<file path="src/rtl/adc_spi_seq_pkg.sv">
// Shared types and constants for the ADC SPI sampling sequencer.
// Holds the state enums, AD7928 control-word field positions and sizes.
package adc_spi_seq_pkg;

    // Bit-level SPI states; GAP is the inter-frame chip-select high time.
    typedef enum logic [2:0] {
        IDLE,
        SETUP,
        SCK_LO,
        SCK_HI,
        GAP
    } state_e;

    // Burst-level sequencer states.
    typedef enum logic [1:0] {
        SQ_IDLE,
        SQ_XFER,
        SQ_GAP
    } seq_e;

    localparam int FRAME_BITS  = 16;
    localparam int N_FRAMES    = 4;
    localparam int SAMPLE_W    = 12;

    // Control-word field positions
    localparam int WRITE_BIT   = 15;
    localparam int ADDR_LSB    = 10;
    localparam int PM_LSB      = 8;
    localparam int RANGE_BIT   = 5;
    localparam int CODING_BIT  = 4;

    // Returned-word field position
    localparam int RX_ADDR_LSB = 12;

    // WRITE, no sequencer, normal power, range 0..REFIN, straight binary.
    function automatic logic [FRAME_BITS-1:0] ctrl_word(input logic [2:0] addr);
        logic [FRAME_BITS-1:0] w;
        w                 = '0;
        w[WRITE_BIT]      = 1'b1;
        w[ADDR_LSB +: 3]  = addr;
        w[PM_LSB +: 2]    = 2'b11;
        w[RANGE_BIT]      = 1'b1;
        w[CODING_BIT]     = 1'b1;
        return w;
    endfunction

endpackage

</file>
<file path="src/rtl/adc_spi_seq_frame.sv">
// Shifts one 16-bit SPI frame: SETUP, then 16 x (SCK_LO, SCK_HI).
// Ports: go/tx_word start a frame; rx_word valid while fdone; sck/mosi pins.
module adc_spi_frame
    import adc_spi_seq_pkg::*;
#(
    parameter logic [15:0] CLK_DIV = 16'd2
) (
    input  logic        clk,
    input  logic        rstn,
    input  logic        go,
    input  logic [15:0] tx_word,
    input  logic        miso_s,
    output logic [15:0] rx_word,
    output logic        fdone,
    output logic        sck,
    output logic        mosi
);

    state_e      state_q, state_d;
    logic [15:0] cnt_q, cnt_d;
    logic [3:0]  bit_q, bit_d;
    logic [14:0] tx_q, tx_d;
    logic [14:0] sh_q, sh_d;
    logic        sck_q, sck_d;
    logic        mosi_q, mosi_d;
    logic        last_cnt;

    assign last_cnt = (cnt_q == CLK_DIV - 16'd1);

    always_comb begin
        state_d = state_q;
        cnt_d   = cnt_q + 16'd1;
        bit_d   = bit_q;
        tx_d    = tx_q;
        sh_d    = sh_q;
        sck_d   = sck_q;
        mosi_d  = mosi_q;
        fdone   = 1'b0;
        unique case (state_q)
            IDLE: begin
                cnt_d = '0;
                if (go) begin
                    state_d = SETUP;
                    mosi_d  = tx_word[15];
                    tx_d    = tx_word[14:0];
                    bit_d   = '0;
                end
            end
            SETUP: begin
                if (last_cnt) begin
                    state_d = SCK_LO;
                    sck_d   = 1'b0;
                    cnt_d   = '0;
                end
            end
            SCK_LO: begin
                if (last_cnt) begin
                    // Next bit goes out on the rising edge so it is
                    // stable across the following falling edge.
                    state_d = SCK_HI;
                    sck_d   = 1'b1;
                    cnt_d   = '0;
                    mosi_d  = tx_q[14];
                    tx_d    = {tx_q[13:0], 1'b0};
                end
            end
            SCK_HI: begin
                if (last_cnt) begin
                    sh_d  = {sh_q[13:0], miso_s};
                    cnt_d = '0;
                    if (bit_q == 4'd15) begin
                        state_d = IDLE;
                        fdone   = 1'b1;
                    end else begin
                        state_d = SCK_LO;
                        sck_d   = 1'b0;
                        bit_d   = bit_q + 4'd1;
                    end
                end
            end
            default: begin
                state_d = IDLE;
                cnt_d   = '0;
            end
        endcase
    end

    always_ff @(posedge clk or negedge rstn) begin
        if (!rstn) begin
            state_q <= IDLE;
            cnt_q   <= '0;
            bit_q   <= '0;
            tx_q    <= '0;
            sh_q    <= '0;
            sck_q   <= 1'b1;
            mosi_q  <= 1'b0;
        end else begin
            state_q <= state_d;
            cnt_q   <= cnt_d;
            bit_q   <= bit_d;
            tx_q    <= tx_d;
            sh_q    <= sh_d;
            sck_q   <= sck_d;
            mosi_q  <= mosi_d;
        end
    end

    // Last bit is appended combinationally so the word is whole during fdone.
    assign rx_word = {sh_q, miso_s};
    assign sck     = sck_q;
    assign mosi    = mosi_q;

endmodule

</file>
<file path="src/rtl/adc_spi_seq.sv">
// Four-frame pipelined AD7928 read of three phase-current channels.
// Ports: start/busy/done/err handshake, val_a..c samples, SPI pins.
module adc_spi_seq
    import adc_spi_seq_pkg::*;
#(
    parameter logic [15:0] CLK_DIV = 16'd2,
    parameter logic [15:0] CS_GAP  = 16'd4,
    parameter logic [2:0]  CH_A    = 3'd0,
    parameter logic [2:0]  CH_B    = 3'd1,
    parameter logic [2:0]  CH_C    = 3'd2
) (
    input  logic                clk,
    input  logic                rstn,
    input  logic                start,
    output logic                busy,
    output logic                done,
    output logic                err,
    output logic [SAMPLE_W-1:0] val_a,
    output logic [SAMPLE_W-1:0] val_b,
    output logic [SAMPLE_W-1:0] val_c,
    output logic                spi_ss,
    output logic                spi_sck,
    output logic                spi_mosi,
    input  logic                spi_miso
);

    localparam logic [1:0] LAST_F = 2'(N_FRAMES - 1);

    seq_e                seq_q, seq_d;
    logic [1:0]          f_q, f_d;
    logic [15:0]         gcnt_q, gcnt_d;
    logic                ss_q, ss_d;
    logic                busy_q, busy_d;
    logic                done_q, done_d;
    logic                err_q, err_d;
    logic                sticky_q, sticky_d;
    logic [1:0]          sync_q, sync_d;
    logic [SAMPLE_W-1:0] stg_a_q, stg_a_d;
    logic [SAMPLE_W-1:0] stg_b_q, stg_b_d;
    logic [SAMPLE_W-1:0] stg_c_q, stg_c_d;
    logic [SAMPLE_W-1:0] val_a_q, val_a_d;
    logic [SAMPLE_W-1:0] val_b_q, val_b_d;
    logic [SAMPLE_W-1:0] val_c_q, val_c_d;

    logic                go;
    logic [1:0]          f_go;
    logic [15:0]         tx_word;
    logic [15:0]         rx_word;
    logic                fdone;
    logic [2:0]          rx_addr;
    logic [SAMPLE_W-1:0] rx_data;
    logic                unused_lead;

    function automatic logic [2:0] addr_of(input logic [1:0] f);
        case (f)
            2'd1:    return CH_B;
            2'd2:    return CH_C;
            default: return CH_A;
        endcase
    endfunction

    assign rx_addr     = rx_word[RX_ADDR_LSB +: 3];
    assign rx_data     = rx_word[SAMPLE_W-1:0];
    assign unused_lead = rx_word[15];
    assign tx_word     = ctrl_word(addr_of(f_go));

    always_comb begin
        seq_d    = seq_q;
        f_d      = f_q;
        gcnt_d   = '0;
        ss_d     = ss_q;
        busy_d   = busy_q;
        done_d   = 1'b0;
        err_d    = err_q;
        sticky_d = sticky_q;
        sync_d   = {sync_q[0], spi_miso};
        stg_a_d  = stg_a_q;
        stg_b_d  = stg_b_q;
        stg_c_d  = stg_c_q;
        val_a_d  = val_a_q;
        val_b_d  = val_b_q;
        val_c_d  = val_c_q;
        go       = 1'b0;
        f_go     = f_q;
        unique case (seq_q)
            SQ_IDLE: begin
                // busy stays up through the done cycle
                if (done_q) busy_d = 1'b0;
                if (start && !busy_q) begin
                    seq_d  = SQ_XFER;
                    f_d    = '0;
                    f_go   = '0;
                    go     = 1'b1;
                    ss_d   = 1'b0;
                    busy_d = 1'b1;
                end
            end
            SQ_XFER: begin
                if (fdone) begin
                    seq_d = SQ_GAP;
                    ss_d  = 1'b1;
                    // Frame f carries the result addressed in frame f-1.
                    if (f_q != 2'd0) begin
                        if (rx_addr == addr_of(f_q - 2'd1)) begin
                            case (f_q)
                                2'd1:    stg_a_d = rx_data;
                                2'd2:    stg_b_d = rx_data;
                                default: stg_c_d = rx_data;
                            endcase
                        end else begin
                            sticky_d = 1'b1;
                        end
                    end
                end
            end
            SQ_GAP: begin
                gcnt_d = gcnt_q + 16'd1;
                if (gcnt_q == CS_GAP - 16'd1) begin
                    gcnt_d = '0;
                    if (f_q != LAST_F) begin
                        seq_d = SQ_XFER;
                        f_d   = f_q + 2'd1;
                        f_go  = f_q + 2'd1;
                        go    = 1'b1;
                        ss_d  = 1'b0;
                    end else begin
                        seq_d    = SQ_IDLE;
                        done_d   = 1'b1;
                        err_d    = sticky_q;
                        sticky_d = 1'b0;
                        val_a_d  = stg_a_q;
                        val_b_d  = stg_b_q;
                        val_c_d  = stg_c_q;
                    end
                end
            end
            default: seq_d = SQ_IDLE;
        endcase
    end

    always_ff @(posedge clk or negedge rstn) begin
        if (!rstn) begin
            seq_q    <= SQ_IDLE;
            f_q      <= '0;
            gcnt_q   <= '0;
            ss_q     <= 1'b1;
            busy_q   <= 1'b0;
            done_q   <= 1'b0;
            err_q    <= 1'b0;
            sticky_q <= 1'b0;
            sync_q   <= '0;
            stg_a_q  <= '0;
            stg_b_q  <= '0;
            stg_c_q  <= '0;
            val_a_q  <= '0;
            val_b_q  <= '0;
            val_c_q  <= '0;
        end else begin
            seq_q    <= seq_d;
            f_q      <= f_d;
            gcnt_q   <= gcnt_d;
            ss_q     <= ss_d;
            busy_q   <= busy_d;
            done_q   <= done_d;
            err_q    <= err_d;
            sticky_q <= sticky_d;
            sync_q   <= sync_d;
            stg_a_q  <= stg_a_d;
            stg_b_q  <= stg_b_d;
            stg_c_q  <= stg_c_d;
            val_a_q  <= val_a_d;
            val_b_q  <= val_b_d;
            val_c_q  <= val_c_d;
        end
    end

    adc_spi_frame #(
        .CLK_DIV (CLK_DIV)
    ) u_frame (
        .clk     (clk),
        .rstn    (rstn),
        .go      (go),
        .tx_word (tx_word),
        .miso_s  (sync_q[1]),
        .rx_word (rx_word),
        .fdone   (fdone),
        .sck     (spi_sck),
        .mosi    (spi_mosi)
    );

    assign spi_ss = ss_q;
    assign busy   = busy_q;
    assign done   = done_q;
    assign err    = err_q;
    assign val_a  = val_a_q;
    assign val_b  = val_b_q;
    assign val_c  = val_c_q;

endmodule

</file>
<file path="config.mk">
export PLATFORM = sky130hd
export DESIGN_NAME = adc_spi_seq
export DESIGN_NICKNAME = d
export VERILOG_FILES = /design/src/rtl/adc_spi_seq_pkg.sv /design/src/rtl/adc_spi_seq_frame.sv /design/src/rtl/adc_spi_seq.sv
export SDC_FILE = /design/constraint.sdc
export NUM_CORES = 1
export LEC_CHECK = 0
export CAP_MARGIN = 0
export CORE_MARGIN = 2
export CORE_UTILIZATION = 53
export DETAILED_ROUTE_END_ITERATION = 7
export GPL_TIMING_DRIVEN = 0
export PLACE_DENSITY_LB_ADDON = 0.15
export SYNTH_ARGS = -nofsm -noshare
export SYNTH_HDL_FRONTEND = slang
export SYNTH_HIERARCHICAL = 1
export SYNTH_SLANG_ARGS = --single-unit
</file>
<file path="constraint.sdc">
create_clock -name clk -period 2.5 [get_ports clk]
set_input_delay 0.25 -clock clk [delete_from_list [all_inputs] [get_ports clk]]
set_output_delay 0.25 -clock clk [all_outputs]
set_load 0.05 [all_outputs]
</file>
==> results of run 1 <==
-- layer usage --
metal	vias to the layer above	global-route usage, %	wire length, um
met5	-	0	0
met4	0	8.208	257
met3	23	4.344	369
met2	70	32.15	6412
met1	2184	26.58	6067
li1	2025	-	-
-- critical path, delay by kind of cell, from the launching register on --
family | cells | cell delay, ns
multiplexers | 1 | 0.34
flip-flops | 1 | 0.38
AND/OR/NAND/NOR | 6 | 1.76
buffers and inverters | 1 | 0.15
-- state kept, by name (all words and copies together), names as in the netlist, 4 cells and up --
register,count
val_a,12
u_frame/tx_q,15
val_b,12
u_frame/cnt_q,16
stg_c_q,12
stg_a_q,12
val_c,12
u_frame/bit_q,4
u_frame/sh_q,14
gcnt_q,16
stg_b_q,12
-- area by class of cell --
class / count / share of cell area, %
Inverter: 11 / 0.4743
Clock buffer: 18 / 5.045
Timing Repair Buffer: 74 / 8.235
Buffer: 23 / 3.076
Multi-Input combinational cell: 340 / 35.08
Tap cell: 172 / 2.472
Sequential cell: 152 / 43.79
Clock inverter: 14 / 1.825
-- path summary, 6_finish.rpt --
path                                        from          endpoint  slack, ns  cells after the start
worst max-delay path            u_frame/cnt_q[7]        stg_c_q[2]      -0.24                      8
min in group asynchronous                   rstn        gcnt_q[15]       0.38                      2
worst max register to register  u_frame/cnt_q[7]        stg_c_q[2]      -0.24                      8
worst min register to register         sync_q[0]         sync_q[1]       0.35                      0
worst min-delay path                    spi_miso         sync_q[0]       0.34                      1
max in group asynchronous                   rstn  u_frame/cnt_q[8]       1.26                      3
-- stage by stage --
stage                     hold slack [ns]  setup TNS (ns)
final                              0.3384          -7.206
after CTS                          0.3167          -8.824
after global routing               0.3195          -11.86
after global placement             0.3351         -733.41
after detailed placement           0.2711          -15.63
after floorplan                  -0.04559          -2.259
-- power groups by stage --
stage / combinational [uW] / clock, uW / sequential, uW
finish: 1450 / 2580 / 2850
global route: 1570 / 2770 / 2880
CTS: 1420 / 2640 / 2850
detailed placement: 1360 / 0 / 2900
global placement: 1310 / 0 / 2890
floorplan: 1030 / 0 / 2900
-- repair_timing --
action,CTS,global route
hold endpoints to repair,56,0
gates resized for setup,15,16
setup buffers,18,9
endpoints found under the setup margin,47,48
hold buffers,1,0
cloned,0,1
pin swaps,8,10
==> results.json, run 1 <==
{
  "dp_hpwl_mm": 8.407,
  "cts-root-buf": "clkbuf_16",
  "final_cells": 804,
  "relSlewSlack_pct": 53.48,
  "fin_area_mm2": 0.008706,
  "io_buffers": 45,
  "track_usage_pct": 20.05,
  "diodes": 0,
  "netSwitchingPower_uw": 1885,
  "rows": 41,
  "placed_cell_area_mm2": 0.007736,
  "grt_max_degree": 95,
  "die_h_um": 118.2,
  "fin_util_pct": 68.71,
  "avgSynthCellArea_um2": 13.45,
  "clk_latency_ns": 0.42,
  "clock_sinks": 152,
  "antenna_found_initial": 0,
  "pre_cts_ws_ns": -0.5081,
  "syn_area_mm2": 0.006912,
  "drt.antenna.violating_nets": 0,
  "globalplace.congestion": 0.8026,
  "seqPwrFrac_pct": 41.4,
  "wire_per_inst_um": 16.30,
  "violations": "setup timing",
  "layout-drive-gt1-share_pct": 36.08,
  "arrival_ns": 3.05,
  "max_freq_mhz": 364.4,
  "core-area_mm2": 0.01267,
  "synthToLayoutAreaGrowth_pct": 25.96,
  "drt_iter0_drc": 257,
  "final.min_clock_period_ns": 2.744,
  "fin_nets": 632,
  "cts.htree.levels": 4,
  "setup.worst_path.class": "flip-flop to flip-flop",
  "drt-total-wl_mm": 13.11,
  "dieArea_mm2": 0.01397,
  "end_kind": "flip-flop",
  "maxCapViolations": 0,
  "period_share_pct": 109.8,
  "vias_per_cell": 5.351,
  "multi_input_area_mm2": 0.003054,
  "setup_viol": 37,
  "synthCells": 514,
  "synth_warnings": 6,
  "combPwrFrac_pct": 21.1,
  "total_power_uw": 6881,
  "status": "finished with violations",
  "layout_setup_ws_ns": -0.2445,
  "final.fill_count": 941,
  "grt_overflow": 0,
  "skew_ns": 0.008340,
  "hp-class": "primary input to flip-flop",
  "cp_slowest_cell": "or4_4",
  "rsz0062_at_grt": "yes",
  "layout_common_cells": "145 x dfrtp_1, 71 x mux2_2, 45 x mux2_4, 44 x clkdlybuf4s50_1, 31 x nor2_1",
  "p_leak_uw": 0.003980,
  "worst_path_largest_cell_delay_ns": 0.56,
  "num_vias": 4302,
  "clk_pin_slew_ns": 0.07,
  "firstDrtPassIters": 4,
  "first_global_vias": 4506,
  "cp-start-kind": "flip-flop",
  "grt_first_pass_wirelength_mm": 22.25,
  "worstMarginPinSlew_ns": 0.6891,
  "layout_commonest_cell": "dfrtp_1",
  "internal_power_uw": 4996,
  "required_ns": 2.81,
  "swShare_pct": 27.39,
  "seqCellArea_mm2": 0.003812,
  "clockBufferDepth": 2,
  "drc": 0,
  "initial_core_util_pct": 54.55,
  "finalHoldViolations": 0,
  "cp_max_fo": 10,
  "clkPwrFrac_pct": 37.5,
  "cp_cell_sequence": "or4_4 > nor4_4 > and3_4 > nand4bb_4 > nor3b_4 > and3b_2 > buf_12 > mux2_2",
  "fp.dieW_um": 118.2,
  "ios": 46,
  "cts_tree": "yes",
  "slew_violations": 0,
  "dpl.cell_count": 744,
  "max-vdd-ir-drop_v": 0.0006875,
  "power-per-cell-area_mw_per_mm2": 790.4,
  "numCtsBuffers": 17
}
(Power assumes the default switching activity.)
==> run 2, diff against run 1 <==
Settings changed: CORE_UTILIZATION 53 to 57, CTS_CLUSTER_SIZE from default to 20, DONT_BUFFER_PORTS from default to 1, SLEW_MARGIN from default to 0.
==> run 2 against run 1 <==
The run ends with hold timing, setup timing left. Final cell count down 9.3%. Wire length fell by 3.8%. Flip-flop and latch count did not move. Cell area fell by 6.6%. Sequential share of layout area is 3.0 points higher. Worst setup slack worse by 0.045 ns. Count of clock-buffer cells in the layout up 4. Critical endpoint is now stg_c_q[5]. Largest power group unchanged.
==> results.json, run 2 (synthesis gave the netlist of run 1 again) <==
{
  "antenna_found_initial": 0,
  "ios": 46,
  "grtUsageMet1_pct": 26.44,
  "layout_commonest_cell": "dfrtp_1",
  "layout_common_cells": "150 x dfrtp_1, 71 x mux2_2, 45 x mux2_4, 31 x nor2_1, 26 x nand2_1",
  "required_ns": 2.81,
  "final.fill_count": 851,
  "hp-class": "primary input to async pin",
  "arrival_ns": 3.10,
  "skew_ns": 0.01140,
  "worstMarginPinSlew_ns": 0.6082,
  "rsz0062_at_grt": "yes",
  "period_share_pct": 111.6,
  "hold_buffers": 1,
  "slew_violations": 0,
  "numCtsBuffers": 17,
  "worst_path_largest_cell_delay_ns": 0.57,
  "num_vias": 4081,
  "grt_max_degree": 153,
  "cts_tree": "yes",
  "cp_cell_sequence": "or4_4 > nor4_4 > and3_4 > nand4bb_1 > nor3b_2 > and3b_2 > buf_12 > mux2_2",
  "fin_nets": 582,
  "end_kind": "flip-flop",
  "cp_max_fo": 10,
  "cp-start-kind": "flip-flop",
  "relSlewSlack_pct": 58.94,
  "drt.antenna.violating_nets": 0,
  "first_global_vias": 4232,
  "violations": "hold timing, setup timing",
  "final_cells": 729,
  "r2r_slack_ns": -0.29,
  "synthToLayoutAreaGrowth_pct": 17.65,
  "cts-root-buf": "clkbuf_16",
  "drt_iter0_drc": 168,
  "critical_path_buf_inv_count": 1,
  "max-vdd-ir-drop_v": 0.0006398,
  "wire_per_inst_um": 17.30,
  "io_buffers": 0,
  "drt-total-wl_mm": 12.61,
  "power-per-cell-area_mw_per_mm2": 830.7,
  "grtUsageMet3_pct": 7.041,
  "dpl.cell_count": 673,
  "finalSetupTns_ns": -9.101,
  "dieArea_mm2": 0.01302,
  "grt_first_pass_wirelength_mm": 20.89,
  "fp.dieW_um": 114.1,
  "cts.htree.levels": 4,
  "firstDrtPassIters": 4,
  "timing.rr.end": "stg_c_q[5]",
  "p_leak_uw": 0.003789,
  "cp_slowest_cell": "or4_4",
  "final.min_clock_period_ns": 2.790,
  "drc": 0,
  "clock_sinks": 152,
  "die_h_um": 114.1,
  "grt_overflow": 0,
  "clk_pin_slew_ns": 0.06,
  "busiest_layer": "met2",
  "pre_cts_ws_ns": -0.5085,
  "dp_hpwl_mm": 7.813,
  "clk_latency_ns": 0.43,
  "layout-drive-gt1-share_pct": 36.25,
  "clockBufferDepth": 2,
  "critical_path_cell_count": 8,
  "top_regs": "gcnt_q x16, u_frame/cnt_q x16, u_frame/tx_q x15",
  "reg2regPathDepth": 8,
  "diodes": 0,
  "status": "finished with violations",
  "layout_setup_ws_ns": -0.2895,
  "max_freq_mhz": 358.5,
  "track_usage_pct": 20.83,
  "holdWs_ns": -0.4749,
  "vias_per_cell": 5.598,
  "globalplace.congestion": 0.8183,
  "initial_core_util_pct": 58.03,
  "setup_viol": 37,
  "reg2reg_from": "u_frame/cnt_q[7]",
  "maxCapViolations": 0,
  "setup.worst_path.class": "flip-flop to flip-flop",
  "gr-usage-met2_pct": 33.65,
  "path_delay_family": "simple AND/OR/NAND/NOR gates",
  "rows": 40,
  "core-area_mm2": 0.01191,
  "finalHoldViolations": 152
}
run 2: cell count changes in the layout (fill, tap and decap cells not counted), moves of 2 or more:
| cell | delta |
|---|---|
| dfrtp_1 | +5 |
| buf_4 | -4 |
| dfrtp_2 | -5 |
| clkdlybuf4s50_1 | -44 |
| clkbuf_1 | +4 |
| clkinv_4 | +2 |
| inv_6 | -5 |
run 2: how the worst max path moves through the flow:
stage	start	end	slack, ns
5_1_grt	u_frame/cnt_q[7]	stg_c_q[3]	-0.36
2_1_floorplan	u_frame/cnt_q[4]	stg_c_q[10]	-0.13
6_report	u_frame/cnt_q[7]	stg_c_q[5]	-0.29
3_5_place_dp	u_frame/cnt_q[12]	stg_c_q[8]	-0.51
4_1_cts	u_frame/cnt_q[7]	stg_c_q[5]	-0.30
3_3_place_gp	u_frame/cnt_q[12]	stg_c_q[4]	-0.47
run 2: final cells by class:
class                           count  area, um^2  share of cell area (%)
Tap cell                          147       183.9                   2.262
Multi-Input combinational cell    340        3027                   37.22
Sequential cell                   152        3806                   46.81
Buffer                             23       267.8                   3.293
Clock inverter                     10       143.9                   1.770
Inverter                           11       41.29                  0.5078
Timing Repair Buffer               24       207.7                   2.554
Clock buffer                       22       454.2                   5.585
run 2: power breakdown:
group	internal [uW]	switching [uW]	total, uW
registers	2690	230	2920
clock network	1600	981	2580
logic	710	537	1250
run 2: worst register-to-register path, delay by kind of cell (launching register included):
kind                   cells  cell delay, ns
buffers and inverters      1            0.15
flip-flops                 1            0.40
AND/OR/NAND/NOR            6            1.78
multiplexers               1            0.34
run 2: stage by stage:
stage          total power [uW]  hold WS, ns  area (um^2)  utilization (%)
2_1_floorplan              3936     -0.04559         7042                -
3_3_place_gp               4114     -0.03893         7226            60.66
3_5_place_dp               4168     -0.03901         7226            60.66
4_1_cts                    6819      -0.4869         8035            67.46
5_1_grt                    7059      -0.4990         8132            68.27
6_report                   6755      -0.4749         8132            68.27
run 2: what timing repair did:
item	4_1_cts	5_1_grt
endpoints found under the setup margin	45	46
cloned	0	1
buffers inserted	17	5
hold endpoints to repair	153	152
pin swaps	7	3
resized for setup	16	7
run 2: metal layers:
metal  part of all wire (%)  up-vias
met5                      0        -
met4                    1.4        0
met3                    3.8       16
met2                     49       60
met1                     45     2075
li1                       -     1930
==> run 3, diff against run 2 <==
--- a/constraint.sdc
+++ b/constraint.sdc
@@ -3,2 +3,2 @@
 set_output_delay 0.25 -clock clk [all_outputs]
-set_load 0.05 [all_outputs]
+set_load 0.1 [all_outputs]
==> run 3 against run 2 <==
The flow still finishes with violations (hold timing, setup timing). Fmax unchanged. Sequential share of layout area hardly changed. Wire length unchanged. Non-clock buffer count unchanged. Register-to-register slack hardly changed. Clock power hardly changed. Final cell count unchanged. Cell area is essentially flat. Sequential power increased by 2%. Critical path type unchanged. Critical endpoint unchanged. Highest routed layer unchanged.
==> results.json, run 3 (synthesis gave the netlist of run 1 again) <==
{
  "layout-drive-gt1-share_pct": 36.43,
  "cp_cell_sequence": "or4_4 > nor4_4 > and3_4 > nand4bb_1 > nor3b_2 > and3b_2 > buf_12 > mux2_2",
  "dieArea_mm2": 0.01302,
  "cts-root-buf": "clkbuf_16",
  "cp-start-kind": "flip-flop",
  "grt_max_degree": 153,
  "finalHoldViolations": 152,
  "relSlewSlack_pct": 36.62,
  "final.min_clock_period_ns": 2.790,
  "seqPwrFrac_pct": 43.8,
  "hold_buffers": 1,
  "cp_max_fo": 10,
  "ios": 46,
  "die_h_um": 114.1,
  "p_leak_uw": 0.003789,
  "violations": "hold timing, setup timing",
  "hp-class": "primary input to async pin",
  "internal_power_uw": 5007,
  "setup_viol": 37,
  "clkPwrFrac_pct": 37.9,
  "worst_path_largest_cell_delay_ns": 0.57,
  "firstDrtPassIters": 4,
  "final_cells": 729,
  "dp_hpwl_mm": 7.813,
  "status": "finished with violations",
  "setup.worst_path.class": "flip-flop to flip-flop",
  "end_kind": "flip-flop",
  "worstMarginPinSlew_ns": 0.9508,
  "numCtsBuffers": 17,
  "track_usage_pct": 20.83,
  "power-per-cell-area_mw_per_mm2": 838.3,
  "clockBufferDepth": 2,
  "grt_overflow": 0,
  "wire_per_inst_um": 17.30,
  "arrival_ns": 3.10,
  "vias_per_cell": 5.598,
  "pre_cts_ws_ns": -0.5085,
  "diodes": 0,
  "rows": 40,
  "max-vdd-ir-drop_v": 0.0007061,
  "num_vias": 4081,
  "cts.htree.levels": 4,
  "max_freq_mhz": 358.5,
  "skew_ns": 0.01140,
  "grt_first_pass_wirelength_mm": 20.89,
  "clk_pin_slew_ns": 0.06,
  "top_regs": "gcnt_q x16, u_frame/cnt_q x16, u_frame/tx_q x15",
  "netSwitchingPower_uw": 1811,
  "layout_commonest_cell": "dfrtp_1",
  "globalplace.congestion": 0.8183,
  "required_ns": 2.81,
  "total_power_uw": 6818,
  "fin_nets": 582,
  "final.fill_count": 850,
  "io_buffers": 0,
  "holdWs_ns": -0.4749,
  "dpl.cell_count": 673,
  "fp.dieW_um": 114.1,
  "rsz0062_at_grt": "yes",
  "synthToLayoutAreaGrowth_pct": 17.67,
  "clk_latency_ns": 0.43,
  "first_global_vias": 4232,
  "swShare_pct": 26.56,
  "core-area_mm2": 0.01191,
  "layout_common_cells": "149 x dfrtp_1, 71 x mux2_2, 45 x mux2_4, 31 x nor2_1, 26 x nand2_1",
  "drc": 0,
  "drt.antenna.violating_nets": 0,
  "combPwrFrac_pct": 18.3,
  "drt-total-wl_mm": 12.61,
  "cts_tree": "yes",
  "period_share_pct": 111.6,
  "antenna_found_initial": 0,
  "slew_violations": 0,
  "drt_iter0_drc": 168,
  "clock_sinks": 152,
  "layout_setup_ws_ns": -0.2895,
  "initial_core_util_pct": 58.03,
  "cp_slowest_cell": "or4_4",
  "maxCapViolations": 0
}
==> run 3: worst max-delay path: cells and delay by family, from the launching register on <==
kind / cells / cell delay [ns]
buf+inv: 1 / 0.15
flops: 1 / 0.40
mux: 1 / 0.33
simple gates: 6 / 1.78
==> run 3: final cells by class <==
cell class / instances / area (um^2) / area share (%)
clock buffer: 22 / 454.2 / 5.585
sequential: 152 / 3807 / 46.82
buffer: 23 / 267.8 / 3.292
clock inverter: 10 / 143.9 / 1.769
tap: 147 / 183.9 / 2.262
multi-input combinational: 340 / 3027 / 37.22
inverter: 11 / 41.29 / 0.5077
timing repair buffer: 24 / 207.7 / 2.554
==> run 3: power by group through the flow <==
stage	registers [uW]	logic [uW]	clock network (uW)
global route	3020	1370	2730
CTS	2990	1270	2630
detailed placement	3030	1200	0
finish	2990	1250	2580
floorplan	2970	1030	0
global placement	3010	1170	0
==> run 3: what timing repair did <==
item | 4_1_cts | 5_1_grt
gates cloned | 0 | 1
pin swaps | 7 | 3
endpoints found under the setup margin | 47 | 46
gates resized for setup | 17 | 7
buffers inserted | 17 | 5
endpoints found under the hold margin | 153 | 152
==> run 3: path summary, 6_finish.rpt <==
| check | end | start | slack (ns) | cells past startpoint |
|---|---|---|---|---|
| setup / recovery | stg_c_q[5] | u_frame/cnt_q[7] | -0.29 | 8 |
| hold / removal | gcnt_q[14] | rstn | -0.47 | 0 |
| setup reg to reg | stg_c_q[5] | u_frame/cnt_q[7] | -0.29 | 8 |
| hold reg to reg | sync_q[1] | sync_q[0] | 0.41 | 0 |
| max in group asynchronous | val_c[11] | rstn | 2.63 | 0 |
| min in group clk | busy | start | 0.15 | 3 |
==> run 3: metal layers <==
metal / vias to the layer above / global-route usage (%) / routed length [um]
li1: 1930 / - / -
met1: 2075 / 26.44 / 5723
met2: 60 / 33.65 / 6236
met3: 16 / 7.041 / 474
met4: 0 / 7.317 / 176
met5: - / 0 / 0
==> run 3: stage by stage <==
step           util, %  setup TNS, ns  area, um^2
2_1_floorplan        -         -2.259        7042
3_3_place_gp     60.66         -14.50        7226
3_5_place_dp     60.66         -15.61        7226
4_1_cts          67.47         -9.187        8036
5_1_grt          68.28         -12.71        8133
6_report         68.28         -9.101        8133
